## config.mk

```make
export PLATFORM = sky130hd
export DESIGN_NAME = axi_lite_bram_bridge
export DESIGN_NICKNAME = d
export VERILOG_FILES = /design/src/rtl/axi_lite_bram_bridge.sv
export SDC_FILE = /design/constraint.sdc
export NUM_CORES = 1
export LEC_CHECK = 0
export ABC_AREA = 0
export CELL_PAD_IN_SITES_DETAIL_PLACEMENT = 1
export CELL_PAD_IN_SITES_GLOBAL_PLACEMENT = 2
export CORE_MARGIN = 2
export CORE_UTILIZATION = 28
export DETAILED_ROUTE_END_ITERATION = 12
export PLACE_DENSITY = 0.95
export SYNTH_ARGS = -nofsm -noshare
export SYNTH_HDL_FRONTEND = slang
export SYNTH_SLANG_ARGS = --single-unit
```

## constraint.sdc

```tcl
create_clock -name clk -period 5 [get_ports clk]
set_input_delay 1 -clock clk [delete_from_list [all_inputs] [get_ports clk]]
set_output_delay 1 -clock clk [all_outputs]
set_load 0.02 [all_outputs]
```

## src/rtl/axi_lite_bram_bridge.sv

```systemverilog
// AXI4-Lite slave that bridges single-beat reads and writes onto a handshaked word memory port.
// Define BRIDGE_WSTRB_EN to honour write strobes with a read-modify-write on partial writes.
module axi_lite_bram_bridge #(
  parameter logic [31:0] ADDR_BASE = 32'h0000_0000,
  parameter int unsigned MEM_BYTES = 65536
) (
  input  logic        clk,
  input  logic        res,
  input  logic [31:0] s_awaddr,
  input  logic        s_awvalid,
  output logic        s_awready,
  input  logic [31:0] s_wdata,
  input  logic [3:0]  s_wstrb,
  input  logic        s_wvalid,
  output logic        s_wready,
  output logic [1:0]  s_bresp,
  output logic        s_bvalid,
  input  logic        s_bready,
  input  logic [31:0] s_araddr,
  input  logic        s_arvalid,
  output logic        s_arready,
  output logic [31:0] s_rdata,
  output logic [1:0]  s_rresp,
  output logic        s_rvalid,
  input  logic        s_rready,
  output logic [31:0] mem_addr,
  output logic [31:0] mem_wdata,
  input  logic [31:0] mem_rdata,
  output logic        mem_write,
  output logic        mem_read,
  input  logic        mem_done
);

  typedef enum logic [2:0] {
    IDLE, WCOLLECT, RMW_RD, MEM_WR, WRESP, MEM_RD, RRESP
  } state_t;

  state_t      state;
  logic        aw_captured;
  logic        w_captured;
  logic        read_prio;
  logic        out_en;
  logic [31:0] aw_addr;
  logic [31:0] w_data;

  function automatic logic in_window(input logic [31:0] addr);
    logic [31:0] offset;
    offset = addr - ADDR_BASE;
    return (addr >= ADDR_BASE) && (offset < MEM_BYTES);
  endfunction

  function automatic logic [31:0] word_offset(input logic [31:0] addr);
    return (addr - ADDR_BASE) & 32'hFFFF_FFFC;
  endfunction

  logic        collecting;
  logic        idle_empty;
  logic        wr_req;
  logic        read_block;
  logic        ar_hs;
  logic        aw_hs;
  logic        w_hs;
  logic        aw_have;
  logic        w_have;
  logic [31:0] wr_addr;
  logic [31:0] wr_data;

  // Round-robin: read_prio names who wins when AR and a write arrive together
  assign collecting = (state == IDLE) || (state == WCOLLECT);
  assign idle_empty = (state == IDLE) && !aw_captured && !w_captured;
  assign wr_req     = s_awvalid || s_wvalid;
  assign read_block = idle_empty && s_arvalid && read_prio;

  assign s_arready = out_en && idle_empty && !(wr_req && !read_prio);
  assign s_awready = out_en && collecting && !aw_captured && !read_block;
  assign s_wready  = out_en && collecting && !w_captured && !read_block;

  assign ar_hs   = s_arvalid && s_arready;
  assign aw_hs   = s_awvalid && s_awready;
  assign w_hs    = s_wvalid && s_wready;
  assign aw_have = aw_captured || aw_hs;
  assign w_have  = w_captured || w_hs;
  assign wr_addr = aw_hs ? s_awaddr : aw_addr;
  assign wr_data = w_hs ? s_wdata : w_data;

`ifdef BRIDGE_WSTRB_EN
  logic [3:0]  w_strb;
  logic [3:0]  wr_strb;
  logic [31:0] merged;

  assign wr_strb = w_hs ? s_wstrb : w_strb;

  always_comb begin
    merged = mem_rdata;
    for (int b = 0; b < 4; b++) begin
      if (w_strb[b]) merged[8*b +: 8] = w_data[8*b +: 8];
    end
  end
`else
  logic unused_wstrb;
  assign unused_wstrb = ^s_wstrb;
`endif

  always_ff @(posedge clk) begin
    if (res) begin
      state       <= IDLE;
      aw_captured <= 1'b0;
      w_captured  <= 1'b0;
      read_prio   <= 1'b1;
      out_en      <= 1'b0;
      aw_addr     <= 32'h0;
      w_data      <= 32'h0;
`ifdef BRIDGE_WSTRB_EN
      w_strb      <= 4'h0;
`endif
      s_bresp     <= 2'b00;
      s_bvalid    <= 1'b0;
      s_rdata     <= 32'h0;
      s_rresp     <= 2'b00;
      s_rvalid    <= 1'b0;
      mem_addr    <= 32'h0;
      mem_wdata   <= 32'h0;
      mem_read    <= 1'b0;
      mem_write   <= 1'b0;
    end else begin
      out_en    <= 1'b1;
      mem_read  <= 1'b0;
      mem_write <= 1'b0;
      case (state)
        IDLE, WCOLLECT: begin
          if (ar_hs) begin
            read_prio <= 1'b0;
            if (in_window(s_araddr)) begin
              mem_addr <= word_offset(s_araddr);
              mem_read <= 1'b1;
              state    <= MEM_RD;
            end else begin
              s_rdata  <= 32'h0;
              s_rresp  <= 2'b10;
              s_rvalid <= 1'b1;
              state    <= RRESP;
            end
          end else if (aw_have && w_have) begin
            aw_captured <= 1'b0;
            w_captured  <= 1'b0;
            read_prio   <= 1'b1;
            if (!in_window(wr_addr)) begin
              s_bresp  <= 2'b10;
              s_bvalid <= 1'b1;
              state    <= WRESP;
            end else begin
              mem_addr <= word_offset(wr_addr);
`ifdef BRIDGE_WSTRB_EN
              w_data <= wr_data;
              w_strb <= wr_strb;
              if (wr_strb == 4'hF) begin
                mem_wdata <= wr_data;
                mem_write <= 1'b1;
                state     <= MEM_WR;
              end else if (wr_strb == 4'h0) begin
                s_bresp  <= 2'b00;
                s_bvalid <= 1'b1;
                state    <= WRESP;
              end else begin
                mem_read <= 1'b1;
                state    <= RMW_RD;
              end
`else
              mem_wdata <= wr_data;
              mem_write <= 1'b1;
              state     <= MEM_WR;
`endif
            end
          end else begin
            if (aw_hs) begin
              aw_captured <= 1'b1;
              aw_addr     <= s_awaddr;
            end
            if (w_hs) begin
              w_captured <= 1'b1;
              w_data     <= s_wdata;
`ifdef BRIDGE_WSTRB_EN
              w_strb     <= s_wstrb;
`endif
            end
            if (aw_have || w_have) state <= WCOLLECT;
          end
        end
`ifdef BRIDGE_WSTRB_EN
        RMW_RD: begin
          if (mem_done) begin
            mem_wdata <= merged;
            mem_write <= 1'b1;
            state     <= MEM_WR;
          end
        end
`endif
        MEM_WR: begin
          if (mem_done) begin
            s_bresp  <= 2'b00;
            s_bvalid <= 1'b1;
            state    <= WRESP;
          end
        end
        WRESP: begin
          if (s_bready) begin
            s_bvalid <= 1'b0;
            state    <= IDLE;
          end
        end
        MEM_RD: begin
          if (mem_done) begin
            s_rdata  <= mem_rdata;
            s_rresp  <= 2'b00;
            s_rvalid <= 1'b1;
            state    <= RRESP;
          end
        end
        RRESP: begin
          if (s_rready) begin
            s_rvalid <= 1'b0;
            state    <= IDLE;
          end
        end
        default: state <= IDLE;
      endcase
    end
  end

endmodule

```

==> results of run 1 <==
[through the flow]
step | setup WS, ns | hold slack (ns) | cells | utilization | instance area (sq um)
finish | 1.14 | 0.454 | 1385 | 0.407 | 10300
global route | 1.06 | 0.473 | 1385 | 0.407 | 10300
CTS | 1.15 | 0.458 | 1385 | 0.407 | 10300
detailed placement | 1.16 | 0.446 | 1354 | 0.385 | 9750
global placement | 1.15 | 0.438 | 1354 | 0.385 | 9750
floorplan | 2.06 | 0.432 | 860 | - | 7280
[sequential cells by signal, indices dropped and copies added (netlist names)]
name	flops
s_rvalid	1
mem_read	1
out_en	1
aw_captured	1
read_prio	1
s_bvalid	1
w_data	32
s_rresp	1
aw_addr	30
state	3
s_bresp	1
mem_wdata	32
w_captured	1
s_rdata	32
mem_addr	30
mem_write	1
[cells in the mapped netlist, types with 2 or more instances]
| cell type | instances | area (sq um) |
|---|---|---|
| dfxtp_1 | 169 | 3380 |
| nand2_1 | 148 | 556 |
| a21oi_1 | 135 | 676 |
| o21ai_0 | 58 | 290 |
| clkbuf_1 | 51 | 191 |
| nand4_1 | 35 | 219 |
| nand3_1 | 33 | 165 |
| mux2i_1 | 29 | 290 |
| mux2_2 | 24 | 270 |
| nor2_1 | 22 | 82.6 |
| buf_2 | 17 | 85.1 |
| nor3b_1 | 17 | 128 |
| a211o_1 | 15 | 131 |
| nor4_1 | 14 | 87.6 |
| o21ai_1 | 12 | 60.1 |
| buf_4 | 10 | 75.1 |
| mux2_1 | 9 | 101 |
| nor3_1 | 9 | 45.0 |
| buf_6 | 6 | 67.6 |
| a211oi_1 | 2 | 15.0 |
| a311oi_1 | 2 | 17.5 |
| a31oi_1 | 2 | 12.5 |
| a32o_1 | 2 | 20.0 |
| and2_1 | 2 | 12.5 |
| and3_1 | 2 | 12.5 |
| nand4bb_1 | 2 | 22.5 |
| nor2b_1 | 2 | 12.5 |
| nor4bb_1 | 2 | 20.0 |
[power breakdown]
group	switching (mW)	internal, mW
combinational	0.903	0.483
clock	0.603	0.702
sequential	0.0799	1.44
total	1.59	2.63
[cells by family (layout without fill, tap and decap cells)]
family	Yosys count	in the layout	share of synthesized area
AO/OA/AOI/OAI	238	238	0.181
XOR/XNOR	1	1	0.00120
buffers and inverters	88	283	0.0597
flip-flops	169	169	0.465
multiplexers	62	62	0.0910
other	1	4	0.000516
AND/OR/NAND/NOR	298	298	0.202
[final cells by class]
cell class | instances | area, sq um | share of cell area
flip-flops and latches | 169 | 3380 | 0.328
multi-input cells | 603 | 3490 | 0.339
well taps | 330 | 413 | 0.0400
clock buffers | 18 | 429 | 0.0416
inverters | 3 | 11.3 | 0.00109
clock inverters | 13 | 135 | 0.0131
repair buffers | 249 | 2450 | 0.238
[routing by layer]
metal / vias up / routed length [microns] / track usage
met5: - / 0 / 0
met4: 0 / 252 / 0.0383
met3: 17 / 1360 / 0.0395
met2: 176 / 11600 / 0.306
met1: 3426 / 11300 / 0.227
li1: 3399 / - / -
[worst max-delay path: cells and delay by family]
kind / cells / cell delay (ns)
AND/OR/NAND/NOR: 2 / 0.68
buffers and inverters: 2 / 1.16
[placed cells by master, fill, tap and decap left out, types with 8 or more instances in the layout]
cell	Yosys	layout
nor3b_1	17	16
buf_4	10	16
clkdlybuf4s50_1	0	233
nor2_1	22	22
a21oi_1	135	135
nand4_1	35	35
nand3_1	33	33
nor3_1	9	8
dfxtp_1	169	169
mux2_1	9	9
mux2i_1	29	28
o21ai_0	58	58
mux2_2	24	24
nand2_1	148	148
nor4_1	14	14
clkbuf_16	0	17
a211o_1	15	15
o21ai_1	12	11
[final timing paths]
path              start          to  slack, ns  depth (start not counted)
min          w_data[12]  w_data[12]       0.45                          2
max           s_arvalid    s_wready       1.14                          4
max reg2reg    state[0]    s_rvalid       2.12                          5
min reg2reg  w_data[12]  w_data[12]       0.45                          2
==> qor.csv, run 1 <==
metric;value;unit
num_rows;58;
synth_cells;857;
ys_seq_area_frac;0.465;
grt_max_degree;93;
grt_pass1_vias;7208;
synth_edf_count;0;
dp.final_hpwl;16300;microns
placeableCoreArea;25300;sq um
clk_latency;0.42;ns
root_buffer;clkbuf_16;
slowest_stage;clkdlybuf4s50_1;
rsz0062_at_grt;no;
cts_num_sinks;169;
total_power;4.21;mW
worst_setup_path_end_kind;output port;
numCtsBuffers;17;
n_antenna_cell;0;
clock_path_buffers;2;
fillers;2937;
drt-initial-drc-count;329;
grt_remaining_overflow;0;
cts_setup_buffers;0;
async_flop_share;0;
holdBufCountCts;0;
hold_viol_final;0;
cts_max_level;4;
crit_top_cell;clkdlybuf4s50_1;
ys.flop_type;dfxtp_1;
port_buffers;234;
wl;24500;microns
p_per_area;408;nW/um^2
track_usage;0.178;
setup_tns;0;ns
total_leakage_power;3.42;nW
ioPinCount;247;
arrival;2.86;ns
cp.required;4.00;ns
syn_area;7270;sq um
initial_core_util;0.287;
place_congestion;0.786;
worst_slew_pin_slew;1.03;ns
period_share;0.771;
die_w;165;microns
worstSetupPathType;primary input to output port;
crit_chain;clkdlybuf4s50_1 -> nor4bb_1 -> nor3_1 -> clkdlybuf4s50_1;
die-area;27300;sq um
setup_violations;0;
max_freq;259;MHz
route.detailed.drc;0;
final_max_slew_viol_count;0;
cp_max_fo;6;
finalClockSkew;0.00863;ns
antenna_found_initial;0;
cts_resized;0;
yosysUniqueCellTypes;54;
num_vias;7018;
layout-drive-gt1-share;0.0777;
ant_nets;0;
drt_first_pass_iters;6;
cap_viol_max_count;0;
routed_via_density;5.07;
cts_tree;done;
holdCritPathClass;flop to flop;
maxSlewHeadroom;0.314;
cp_slowest_stage_delay;0.61;ns
synth-warning-count;0;
clk_pin_slew_worst_paths;0.07;ns
vdd_drop_max;218;uV
wl_per_cell;17.7;microns
syn_to_final_growth;41.9;%
die_height;165;microns
period_minus_slack;3.86;ns
fin_nets;1183;
critPathLaunchType;primary input;
syn_avg_cell_area;8.48;sq um
status;finished, final reports clean;
yosys_register_bits;169;
grt_pass1_wl;38400;microns
(Power assumes the default switching activity.)
==> run 2, diff against run 1 <==
Settings changed: CORE_UTILIZATION 28 to 26, PLACE_DENSITY 0.95 to 0.91.
Clock period 5 ns to 3.8 ns, I/O delays scaled along.
==> run 2 against run 1 <==
Compared with the run above: critical endpoint is now s_arready; non-clock buffer count up 4; total power up 36%; register-to-register slack worse by 0.99 ns; count of clock-buffer cells in the layout up 1; clock power up 42%; largest cell class unchanged.
==> qor.csv, run 2 (same netlist as run 1, synthesis figures left out) <==
metric;value;unit;change
multi_input_area;3490;sq um;unchanged
total_leakage_power;3.46;nW;was 3.42 nW
fin_nets;1187;;was 1183
crit_chain;clkdlybuf4s50_1 -> o21ba_2 -> nor4b_1 -> clkdlybuf4s50_1;;was clkdlybuf4s50_1 -> nor4bb_1 -> nor3_1 -> clkdlybuf4s50_1
wl;25100;microns;was 24500 microns
grt_remaining_overflow;0;;unchanged
clock_path_buffers;2;;unchanged
ff_latch_area;3380;sq um;unchanged
cts_setup_buffers;0;;unchanged
die-area;29300;sq um;was 27300 sq um
arrival;2.66;ns;was 2.86 ns
clk_pin_slew_worst_paths;0.07;ns;about the same
holdBufCountCts;0;;unchanged
drt-initial-drc-count;355;;was 329
period_share;0.901;;
status;finished, final reports clean;;unchanged
layout-drive-gt1-share;0.0822;;was 0.0777
cp_top_family;buffers and inverters;;unchanged
max_freq;292;MHz;
finalClockSkew;0.00894;ns;was 0.00863 ns
final_cell_mix;clkdlybuf4s50_1 (233), dfxtp_1 (169), nand2_1 (148), a21oi_1 (135), o21ai_0 (58);;unchanged
initial_core_util;0.263;;was 0.287
layout.cells.non_filler;1437;;was 1385
num_rows;61;;was 58
ant_nets;0;;unchanged
grt_pass1_wl;39600;microns;was 38400 microns
hold_viol_final;0;;unchanged
wl_per_cell;17.4;microns;was 17.7 microns
numCtsBuffers;17;;unchanged
top_regs;mem_wdata x32, s_rdata x32, w_data x32;;unchanged
final_common_cell;clkdlybuf4s50_1;;unchanged
total_power;5.72;mW;was 4.21 mW
antenna_found_initial;0;;unchanged
cp_slowest_stage_delay;0.74;ns;was 0.61 ns
cts_resized;0;;unchanged
fin_worst_hold_slack;0.458;ns;was 0.454 ns
place_congestion;0.740;;was 0.786
critPathLaunchType;primary input;;unchanged
route.detailed.drc;0;;unchanged
n_antenna_cell;0;;unchanged
rsz0062_at_grt;no;;unchanged
cp.required;3.04;ns;was 4.00 ns
vdd_drop_max;354;uV;was 218 uV
cts_num_sinks;169;;unchanged
p_per_area;545;nW/um^2;was 408 nW/um^2
fillers;3191;;was 2937
root_buffer;clkbuf_16;;unchanged
ioPinCount;247;;unchanged
die_height;171;microns;was 165 microns
drt_first_pass_iters;6;;unchanged
num_vias;7009;;was 7018
cp_max_fo;6;;unchanged
reg2reg_from;state[1];;was state[0]
die_w;171;microns;was 165 microns
path_buf_inv;2;;unchanged
final_max_slew_viol_count;0;;unchanged
port_buffers;234;;unchanged
setup_tns;0;ns;unchanged
maxSlewHeadroom;0.420;;was 0.314
period_minus_slack;3.42;ns;
worstSetupPathType;primary input to output port;;unchanged
placeableCoreArea;27600;sq um;was 25300 sq um
cts_max_level;4;;unchanged
grt_max_degree;168;;was 93
min_from;w_data[1];;was w_data[12]
place_inst;1406;;was 1354
cap_viol_max_count;0;;unchanged
setup_violations;0;;unchanged
crit_start;s_wvalid;;was s_arvalid
routed_via_density;4.88;;was 5.07
track_usage;0.171;;was 0.178
clk_latency;0.43;ns;was 0.42 ns
holdCritPathClass;flop to flop;;unchanged
dp.final_hpwl;16100;microns;was 16300 microns
grt_pass1_vias;7365;;was 7208
worst_slew_pin_slew;0.863;ns;was 1.03 ns
cts_tree;done;;unchanged
crit_top_cell;clkdlybuf4s50_1;;unchanged
syn_to_final_growth;44.4;%;was 41.9%
slowest_stage;clkdlybuf4s50_1;;unchanged
worst_setup_path_end_kind;output port;;unchanged
==> run 2: stage by stage <==
| stage | worst slack [ns] | area (sq um) | util |
|---|---|---|---|
| detailed placement | 0.415 | 9880 | 0.358 |
| floorplan | 1.34 | 7280 | - |
| CTS | 0.446 | 10500 | 0.380 |
| global placement | 0.434 | 9880 | 0.358 |
| finish | 0.377 | 10500 | 0.380 |
| global route | 0.366 | 10500 | 0.380 |
==> run 2: layer usage <==
| metal | part of all wire | vias to the layer above | track usage |
|---|---|---|---|
| met5 | 0 | - | 0 |
| met4 | 0.0095 | 0 | 0.0394 |
| met3 | 0.059 | 17 | 0.0416 |
| met2 | 0.48 | 165 | 0.298 |
| met1 | 0.45 | 3420 | 0.212 |
| li1 | - | 3407 | - |
==> run 2: final timing paths <==
check	to	slack, ns	depth (start not counted)
worst max-delay path	s_arready	0.38	4
worst min-delay path	w_data[1]	0.46	2
worst max register to register	mem_wdata[3]	1.13	8
worst min register to register	w_data[1]	0.46	2
==> run 2: power by group <==
group | switching [mW] | total (mW) | leakage (nW) | internal (mW)
Sequential | 0.105 | 2.01 | 1.37 | 1.90
Combinational | 1.19 | 1.87 | 1.80 | 0.679
Clock | 0.766 | 1.84 | 0.293 | 1.08
==> run 2: final cells by class <==
cell class	instances	share of cell area
Tap cell	378	0.0451
Multi-Input combinational cell	603	0.333
Clock buffer	19	0.0432
Inverter	3	0.00107
Sequential cell	169	0.322
Timing Repair Buffer	253	0.240
Clock inverter	12	0.0154
==> run 2: worst reg2reg max path, stage by stage (launching register included) <==
cell	delay (ns)
dfxtp_1	0.31
buf_4	0.26
inv_2	0.11
buf_4	0.37
nand2_1	0.32
or3_1	0.53
buf_4	0.29
o21ai_0	0.25
a21oi_1	0.08
==> run 3, diff against run 2 <==
Settings changed: CORE_UTILIZATION 26 to 23, PLACE_DENSITY 0.91 to 0.86.
Clock period 3.8 ns to 2.8 ns, I/O delays scaled along.
==> run 3 against run 2 <==
Compared with the run above: clock skew is 0.0043 ns higher; global-route usage is 1.7 points lower; count of clock-buffer cells in the layout is 3 higher; first-iteration DRC count is 25% lower.
==> qor.csv, run 3 (same netlist as run 1, synthesis figures left out) <==
metric;value;unit;change
clk_pin_slew_worst_paths;0.06;ns;was 0.07 ns
grt_remaining_overflow;0;;unchanged
dp.final_hpwl;17500;microns;was 16100 microns
period_share;0.916;;
dpl-instance-area;10200;sq um;was 9880 sq um
grt_max_degree;62;;was 168
cts_resized;3;;was 0
layout-drive-gt1-share;0.101;;was 0.0822
period_minus_slack;2.56;ns;
holdBufCountCts;0;;unchanged
die_height;182;microns;was 171 microns
arrival;2.00;ns;was 2.66 ns
r2r_slack;0.47;ns;was 1.13 ns
slowest_stage;or3b_1;;was clkdlybuf4s50_1
final_common_cell;clkdlybuf4s50_1;;unchanged
fin_worst_hold_slack;0.454;ns;was 0.458 ns
wl_per_cell;17.2;microns;was 17.4 microns
total_leakage_power;3.62;nW;was 3.46 nW
postLayoutCoreUtil;0.345;;was 0.380
holdCritPathClass;flop to flop;;unchanged
hold_viol_final;0;;unchanged
place_congestion;0.773;;was 0.740
busiest_layer;met2;;unchanged
holdPathEnd;aw_addr[6];;was w_data[1]
fillers;3642;;was 3191
r2r-end;state[2];;was mem_wdata[3]
ff2ff_path_depth;7;;was 8
final_max_slew_viol_count;0;;unchanged
cp_top_family;simple AND/OR/NAND/NOR gates;;was buffers and inverters
place_inst;1450;;was 1406
port_buffers;234;;unchanged
setup_violations;0;;unchanged
num_vias;7032;;was 7009
drt_first_pass_iters;4;;was 6
initial_core_util;0.232;;was 0.263
root_buffer;clkbuf_16;;unchanged
cts_max_level;4;;unchanged
numCtsBuffers;17;;unchanged
hold_depth;2;;unchanged
ant_nets;0;;unchanged
route.detailed.drc;0;;unchanged
cp.required;2.24;ns;was 3.04 ns
cts_tree;done;;unchanged
place_ws;-0.114;ns;was 0.415 ns
clk_latency;0.43;ns;about the same
drt-initial-drc-count;268;;was 355
grt_pass1_vias;7150;;was 7365
worstSetupPathType;flop to output port;;was primary input to output port
worst_slew_pin_slew;0.501;ns;was 0.863 ns
vdd_drop_max;352;uV;was 354 uV
antenna_found_initial;3;;was 0
cts_num_sinks;169;;unchanged
cap_viol_max_count;0;;unchanged
ioPinCount;247;;unchanged
maxSlewHeadroom;0.666;;was 0.420
fin_area;10800;sq um;was 10500 sq um
met3_usage;0.0399;;was 0.0416
crit_chain;or3b_1 -> nor3_1 -> dlygate4sd2_1;;was clkdlybuf4s50_1 -> o21ba_2 -> nor4b_1 -> clkdlybuf4s50_1
wl;25500;microns;was 25100 microns
placeableCoreArea;31300;sq um;was 27600 sq um
rsz0062_at_grt;no;;unchanged
syn_to_final_growth;48.7;%;was 44.4%
clock_path_buffers;2;;unchanged
layout.cells.non_filler;1483;;was 1437
die-area;33000;sq um;was 29300 sq um
critPathLaunchType;flop;;was primary input
use_met1;0.199;;was 0.212
path_buf_inv;1;;was 2
status;finished, final reports clean;;unchanged
worst_setup_path_end_kind;output port;;unchanged
cp_slowest_stage_delay;0.51;ns;was 0.74 ns
max_freq;390;MHz;
use_met2;0.252;;was 0.298
num_rows;65;;was 61
routed_via_density;4.74;;was 4.88
track_usage;0.154;;was 0.171
reg2reg_from;state[0];;was state[1]
finalClockSkew;0.0133;ns;was 0.00894 ns
die_w;182;microns;was 171 microns
p_per_area;751;nW/um^2;was 545 nW/um^2
grt_pass1_wl;40300;microns;was 39600 microns
fin_nets;1207;;was 1187
cts_setup_buffers;0;;unchanged
worst_slack;0.236;ns;was 0.377 ns
min_from;aw_addr[6];;was w_data[1]
cp_max_fo;6;;unchanged
final_cell_mix;clkdlybuf4s50_1 (230), dfxtp_1 (169), nand2_1 (148), a21oi_1 (135), o21ai_0 (58);;was clkdlybuf4s50_1 (233), dfxtp_1 (169), nand2_1 (148), a21oi_1 (135), o21ai_0 (58)
top_regs;mem_wdata x32, s_rdata x32, w_data x32;;unchanged
run 3: changes by cell type in the layout (fill, tap and decap cells not counted), moves of 2 or more:
cell / delta
buf_12: +8
buf_4: +13
clkbuf_8: +2
clkdlybuf4s50_1: -3
dlygate4sd2_1: +2
inv_6: -2
run 3: power by group:
group          internal [mW]  leakage [nW]  switching, mW  total, mW
Combinational           1.11          1.94           1.68       2.78
Clock                   1.59         0.313           1.03       2.62
Sequential              2.58          1.37          0.135       2.71
Total                   5.28          3.62           2.84       8.12
run 3: per-stage QoR:
stage	total power [mW]	TNS (ns)
after global routing	8.63	0
after CTS	8.28	0
after global placement	5.55	-2.07
after floorplan	4.39	0
final	8.12	0
after detailed placement	5.59	-2.30
run 3: worst max-delay path by stage:
stage                  from            to  slack [ns]  depth (start not counted)
6_report             out_en     s_awready        0.24                          3
5_1_grt              out_en      s_wready        0.09                          3
4_1_cts              out_en     s_awready        0.21                          3
3_5_place_dp      s_arvalid      s_wready       -0.11                          4
3_3_place_gp   s_awaddr[25]  mem_addr[12]       -0.09                          9
2_1_floorplan      state[1]     s_arready        0.54                          4
run 3: layout make-up:
class,count,area (sq um),share of cell area
antenna,1,2.50,0.000231
clock buffer,22,484,0.0448
clock inverter,10,163,0.0150
inverter,3,11.3,0.00104
multi-input combinational,603,3500,0.324
sequential,169,3380,0.313
tap,402,503,0.0465
timing repair buffer,273,2770,0.256
run 3: metal layers:
| metal | wire, microns | share of wire |
|---|---|---|
| met5 | 30 | 0.0012 |
| met2 | 12100 | 0.47 |
| met3 | 1430 | 0.056 |
| met1 | 11600 | 0.46 |
| met4 | 323 | 0.013 |
run 3: worst register-to-register path, cell delays in order, from the launching register on:
cell      delay [ns]
dfxtp_1         0.47
nor4bb_1        0.45
buf_4           0.18
nor3b_2         0.05
mux2_2          0.31
buf_4           0.30
nand2_1         0.15
a311oi_1        0.33
